==> src/rtl/layer_compositor_if.sv <==
// Pixel-side bundle of the layer compositor: per-layer requests in, composited pixel and
// per-frame collision report out.
interface layer_compositor_if #(
    parameter int unsigned NUM_LAYERS = 11,
    parameter int unsigned COLOR_W    = 8
);
    localparam int unsigned IdxW = $clog2(NUM_LAYERS);

    logic                          startOfFrame;
    logic [NUM_LAYERS-1:0]         layerEnable;
    logic [NUM_LAYERS-1:0]         layerDR;
    logic [NUM_LAYERS*COLOR_W-1:0] layerRGB;
    logic [COLOR_W-1:0]            RGBOut;
    logic [IdxW-1:0]               winLayer;
    logic                          winValid;
    logic [NUM_LAYERS-1:0]         collisionFlags;
    logic                          collisionValid;

    modport master (
        output startOfFrame, layerEnable, layerDR, layerRGB,
        input  RGBOut, winLayer, winValid, collisionFlags, collisionValid
    );

    modport slave (
        input  startOfFrame, layerEnable, layerDR, layerRGB,
        output RGBOut, winLayer, winValid, collisionFlags, collisionValid
    );
endinterface

==> src/rtl/layer_compositor.sv <==
// N-layer priority pixel compositor with colour-key transparency, two-stage output pipeline
// and per-frame overlap flags between layer 0 and every other layer.
module layer_compositor #(
    parameter int unsigned        NUM_LAYERS        = 11,
    parameter int unsigned        COLOR_W           = 8,
    parameter bit                 TRANSPARENT_EN    = 1'b1,
    parameter logic [COLOR_W-1:0] TRANSPARENT_COLOR = {COLOR_W{1'b1}},
    parameter logic [COLOR_W-1:0] BACKGROUND_COLOR  = '0
) (
    input logic               clk,
    input logic               resetN,
    layer_compositor_if.slave pix
);
    localparam int unsigned IdxW = $clog2(NUM_LAYERS);

    logic [NUM_LAYERS-1:0] eff;
    logic [NUM_LAYERS-1:0] hits;
    logic [IdxW-1:0]       win_idx;
    logic [COLOR_W-1:0]    win_rgb;
    logic                  win_vld;

    logic [IdxW-1:0]       s1_idx_q;
    logic [COLOR_W-1:0]    s1_rgb_q;
    logic                  s1_vld_q;
    logic [IdxW-1:0]       out_idx_q;
    logic [COLOR_W-1:0]    out_rgb_q;
    logic                  out_vld_q;

    logic [NUM_LAYERS-1:0] acc_d, acc_q;
    logic [NUM_LAYERS-1:0] flags_d, flags_q;
    logic                  cvalid_d, cvalid_q;

    always_comb begin
        for (int i = 0; i < int'(NUM_LAYERS); i++) begin
            eff[i] = pix.layerDR[i] & pix.layerEnable[i] &
                     !(TRANSPARENT_EN && (pix.layerRGB[i*COLOR_W +: COLOR_W] == TRANSPARENT_COLOR));
        end
    end

    // Scan from the lowest priority upwards so the lowest set index is the last one written.
    always_comb begin
        win_idx = '0;
        win_rgb = BACKGROUND_COLOR;
        win_vld = 1'b0;
        for (int i = int'(NUM_LAYERS) - 1; i >= 0; i--) begin
            if (eff[i]) begin
                win_idx = IdxW'(i);
                win_rgb = pix.layerRGB[i*COLOR_W +: COLOR_W];
                win_vld = 1'b1;
            end
        end
    end

    always_comb begin
        hits    = eff & {NUM_LAYERS{eff[0]}};
        hits[0] = 1'b0;
    end

    // The frame-closing cycle's own overlaps belong to the frame being reported.
    always_comb begin
        acc_d    = acc_q | hits;
        flags_d  = flags_q;
        cvalid_d = 1'b0;
        if (pix.startOfFrame) begin
            flags_d  = acc_q | hits;
            acc_d    = '0;
            cvalid_d = 1'b1;
        end
    end

    always_ff @(posedge clk) begin
        if (!resetN) begin
            s1_idx_q  <= '0;
            s1_rgb_q  <= BACKGROUND_COLOR;
            s1_vld_q  <= 1'b0;
            out_idx_q <= '0;
            out_rgb_q <= BACKGROUND_COLOR;
            out_vld_q <= 1'b0;
            acc_q     <= '0;
            flags_q   <= '0;
            cvalid_q  <= 1'b0;
        end else begin
            s1_idx_q  <= win_idx;
            s1_rgb_q  <= win_rgb;
            s1_vld_q  <= win_vld;
            out_idx_q <= s1_idx_q;
            out_rgb_q <= s1_rgb_q;
            out_vld_q <= s1_vld_q;
            acc_q     <= acc_d;
            flags_q   <= flags_d;
            cvalid_q  <= cvalid_d;
        end
    end

    assign pix.RGBOut         = out_rgb_q;
    assign pix.winLayer       = out_idx_q;
    assign pix.winValid       = out_vld_q;
    assign pix.collisionFlags = flags_q;
    assign pix.collisionValid = cvalid_q;
endmodule

==> src/flat_wrapper.sv <==
// flat-port wrapper written by rule: the top's interface ports become plain ports
module layer_compositor_flat 
#(
    parameter int unsigned        NUM_LAYERS        = 11,
    parameter int unsigned        COLOR_W           = 8,
    parameter bit                 TRANSPARENT_EN    = 1'b1,
    parameter logic [COLOR_W-1:0] TRANSPARENT_COLOR = {COLOR_W{1'b1}},
    parameter logic [COLOR_W-1:0] BACKGROUND_COLOR  = '0
)
  (clk, resetN, pix_startOfFrame, pix_layerEnable, pix_layerDR, pix_layerRGB, pix_RGBOut, pix_winLayer, pix_winValid, pix_collisionFlags, pix_collisionValid);
  layer_compositor_if #(.NUM_LAYERS(NUM_LAYERS), .COLOR_W(COLOR_W)) pix_i ();
  input logic clk;
  input logic resetN;
  input wire logic [$bits(pix_i.startOfFrame)-1:0] pix_startOfFrame;
  input wire logic [$bits(pix_i.layerEnable)-1:0] pix_layerEnable;
  input wire logic [$bits(pix_i.layerDR)-1:0] pix_layerDR;
  input wire logic [$bits(pix_i.layerRGB)-1:0] pix_layerRGB;
  output wire logic [$bits(pix_i.RGBOut)-1:0] pix_RGBOut;
  output wire logic [$bits(pix_i.winLayer)-1:0] pix_winLayer;
  output wire logic [$bits(pix_i.winValid)-1:0] pix_winValid;
  output wire logic [$bits(pix_i.collisionFlags)-1:0] pix_collisionFlags;
  output wire logic [$bits(pix_i.collisionValid)-1:0] pix_collisionValid;
  assign pix_i.startOfFrame = pix_startOfFrame;
  assign pix_i.layerEnable = pix_layerEnable;
  assign pix_i.layerDR = pix_layerDR;
  assign pix_i.layerRGB = pix_layerRGB;
  assign pix_RGBOut = pix_i.RGBOut;
  assign pix_winLayer = pix_i.winLayer;
  assign pix_winValid = pix_i.winValid;
  assign pix_collisionFlags = pix_i.collisionFlags;
  assign pix_collisionValid = pix_i.collisionValid;
  layer_compositor #(.NUM_LAYERS(NUM_LAYERS), .COLOR_W(COLOR_W), .TRANSPARENT_EN(TRANSPARENT_EN), .TRANSPARENT_COLOR(TRANSPARENT_COLOR), .BACKGROUND_COLOR(BACKGROUND_COLOR)) u_core (.clk(clk), .resetN(resetN), .pix(pix_i));
endmodule
==> config.mk <==
export PLATFORM = sky130hd
export DESIGN_NAME = layer_compositor_flat
export DESIGN_NICKNAME = d
export VERILOG_FILES = /design/src/rtl/layer_compositor_if.sv /design/src/rtl/layer_compositor.sv /design/src/flat_wrapper.sv
export SDC_FILE = /design/constraint.sdc
export NUM_CORES = 1
export LEC_CHECK = 0
export ABC_AREA = 1
export CORE_MARGIN = 10
export CORE_UTILIZATION = 42
export CTS_BUF_LIST = sky130_fd_sc_hd__clkbuf_16
export CTS_CLUSTER_SIZE = 40
export DETAILED_ROUTE_END_ITERATION = 10
export PLACE_DENSITY = 0.89
export SLEW_MARGIN = 20
export SYNTH_ARGS = -nofsm -noshare
export SYNTH_HDL_FRONTEND = slang
export SYNTH_SLANG_ARGS = --single-unit
==> constraint.sdc <==
create_clock -name clk -period 1.6 [get_ports clk]
set_input_delay 0.24 -clock clk [delete_from_list [all_inputs] [get_ports clk]]
set_output_delay 0.24 -clock clk [all_outputs]
set_load 0.03 [all_outputs]
==> reports/metrics.csv <==
stage,metric,value,unit
run_status,status,"complete, but fails checks",
run_status,violations,negative setup slack,
routing,vias_per_cell,6.14,
power,p_total,3960,uW
run,drv_cap,0,
synthesis,syn_avg_cell_area,5.82,um^2
global_route,grt_start_max_net_pins,21,
power,ir_drop,1.11,mV
synthesis,seq_area_frac_synth,31.6,%
cells_and_area,final_cell_mix,"nand2_1 (131), buf_4 (80), inv_1 (76), dfxtp_1 (47), clkdlybuf4s50_1 (45)",
sta,slew_headroom,50.6,%
cts,root_buffer,clkbuf_16,
routing,routedWlPerCell,24.8,um
sta,finalClockSkew,0.0161,ns
cts,path_clk_slew,0.07,ns
global_route,antenna_found_initial,4,
global_route,grt.overflow.total,0,
sta,rsz0062_at_grt,true,
cts,clock_path_buffers,2,
routing,routed_wl,21.0,mm
floorplan,coreArea,0.00683,mm^2
sta,finalCritPeriodShare,136,%
worst_setup_path,worstSetupEndpointType,register,
synthesis,synth_cell_types,32,
worst_setup_path,worst-path-max-fanout,8,
cts,cts_tree,yes,
floorplan,rows,30,
cts,clock_latency,0.31,ns
worst_setup_path,crit_required,1.79,ns
cells_and_area,nets,858,
synthesis,netlist_area,0.00297,mm^2
routing,first_iter_violations,739,
sta,clock.fmax,0.458,GHz
synthesis,synth_area_leaders,"dfxtp_1 (32%), nand2_1 (22%), inv_1 (14%)",
power,p_per_area,661,mW/mm^2
routing,vias,5188,
power,power_switching,1380,uW
sta,layout_min_cycle_time,2.18,ns
floorplan,die_x,104,um
sta,setup_slack,-0.582,ns
power,cellLeakagePower,0.00326,uW
synthesis,yosysTopAreaCell,dfxtp_1,
power,clockPowerShare,32.3,%
sta,setup-tns-final,-3.87,ns
global_route,grt_pass1_wl,23.9,mm
placement,hpwl,9.13,mm
sta,worst_pin_slew,0.734,ns
routing,first_pass_iters,10,
synthesis,synth.net_count,624,
cts,cts_buffers,5,
floorplan,io_pins,138,
worst_setup_path,startpoint_type,input pin,
cts,h-tree-depth,2,
global_route,grt_pass1_vias,4718,
sta,finalSetupViolations,22,
power,switching_share,34.9,%
synthesis,synthCells,511,
floorplan,die_height,104,um
routing,ant_nets,0,
cells_and_area,post-route-util,87.8,%
hold_path,hp-class,in2reg,
routing,drc_errors,0,
cts,clock_sink_count,47,
power,p_int,2580,uW
placement,port_buffers,136,
placement,gp_congestion,0.901,
synthesis,synth_top_area_share,31.6,%
power,combPwrFrac,36.1,%
synthesis,yosysWarnings,0,
cells_and_area,layout_commonest_cell,nand2_1,
cells_and_area,area_growth,102,%
cells_and_area,drive_gt1_share,43.8,%
synthesis,synth_seq_cells,47,
worst_setup_path,worst-endpoint-arrival,2.37,ns
floorplan,die_area,0.0108,mm^2
global_route,gr-usage-all-layers,26.9,%
power,sequentialPowerShare,31.6,%
floorplan,start_util,43.5,%
sta,slew_viol_final,0,
sta,hold_ws,0.341,ns
worst_setup_path,critPathKind,in2reg,
sta,final-hold-violation-count,0,
==> cell families (layout without fill, tap and decap cells) <==
family / after synthesis / count (layout) / share of synthesized area, %
AND/OR/NAND/NOR: 271 / 278 / 39.4
buffers and inverters: 131 / 358 / 17.8
AO/OA/AOI/OAI: 61 / 62 / 11.0
flip-flops: 47 / 47 / 31.6
other: 1 / 4 / 0.126
==> final timing paths <==
kind                            from              endpoint  slack, ns  cells past startpoint
setup / recovery    pix_layerRGB[52]    u_core.s1_rgb_q[7]      -0.58                     14
hold / removal       pix_layerRGB[7]    u_core.s1_rgb_q[7]       0.34                      4
setup reg to reg     u_core.acc_q[3]       u_core.acc_q[3]       0.47                      2
hold reg to reg   u_core.s1_rgb_q[1]  u_core.pix.RGBOut[1]       0.43                      2
==> critical path, cell delays in order <==
cell and delay, ns:
clkdlybuf4s15_1 0.19, nand2_1 0.09, nor2_1 0.06, nand4_1 0.14, nand2_4 0.08, buf_6 0.15
buf_6 0.12, buf_4 0.12, o21ai_0 0.58, o21bai_1 0.28, nand2_2 0.12, nand2_2 0.08
nand2_2 0.08, nand2_1 0.05
==> routing by layer <==
metal | GRT usage (%) | wire length (um) | part of all wire (%) | up-vias
li1 | - | - | - | 2047
met1 | 27.9 | 6620 | 32 | 2270
met2 | 47.3 | 9490 | 45 | 633
met3 | 7.00 | 2550 | 12 | 236
met4 | 16.7 | 2310 | 11 | 2
met5 | 0 | 13 | 0.062 | -
==> stage by stage <==
step | area [um^2] | setup slack, ns | instances
global route | 6000 | -0.683 | 845
CTS | 5620 | -0.00480 | 829
global placement | 4870 | -0.486 | 792
detailed placement | 4870 | -0.578 | 792
floorplan | 2970 | 0.202 | 511
finish | 6000 | -0.582 | 845
==> what timing repair did <==
item,4_1_cts,5_1_grt
hold buffers,0,0
gates cloned,10,1
buffers inserted,19,13
setup endpoints to repair,30,40
gates resized for setup,200,220
pin swaps,65,87
==> Yosys cell counts, drive strengths merged <==
cell and n:
nand3b 1, buf 9, o22ai 10, nand3 35, nand4 5, nor3 5
and3 1, nand2 176, or2 5, nor4 8, nor2 35, o21ai 26
a211oi 1, a21oi 23, clkinv 3, conb 1, dfxtp 47, o21bai 1
clkbuf 7, inv 112
==> power by group through the flow <==
stage          clock (uW)  combinational, uW  sequential [uW]
6_report             1280               1430             1250
5_1_grt              1300               1480             1250
4_1_cts              1220               1120             1250
3_5_place_dp            0                995             1270
3_3_place_gp            0                967             1270
2_1_floorplan           0                382             1320
==> layout make-up <==
cell class,instances,area (um^2)
multi-input cells,341,2240
inverters,115,447
clock buffers,5,125
well taps,96,120
flip-flops and latches,47,941
repair buffers,234,2060
repair inverters,1,7.51
fillers,312,835
diodes,3,7.51
clock inverters,3,46.3
==> state kept, by name, summed over array words and instances (netlist names), 4 cells and up <==
| register | flops |
|---|---|
| u_core.acc_q | 10 |
| u_core.pix.collisionFlags | 10 |
| u_core.pix.RGBOut | 8 |
| u_core.s1_rgb_q | 8 |
| u_core.pix.winLayer | 4 |
| u_core.s1_idx_q | 4 |
(Power assumes the default switching activity.)
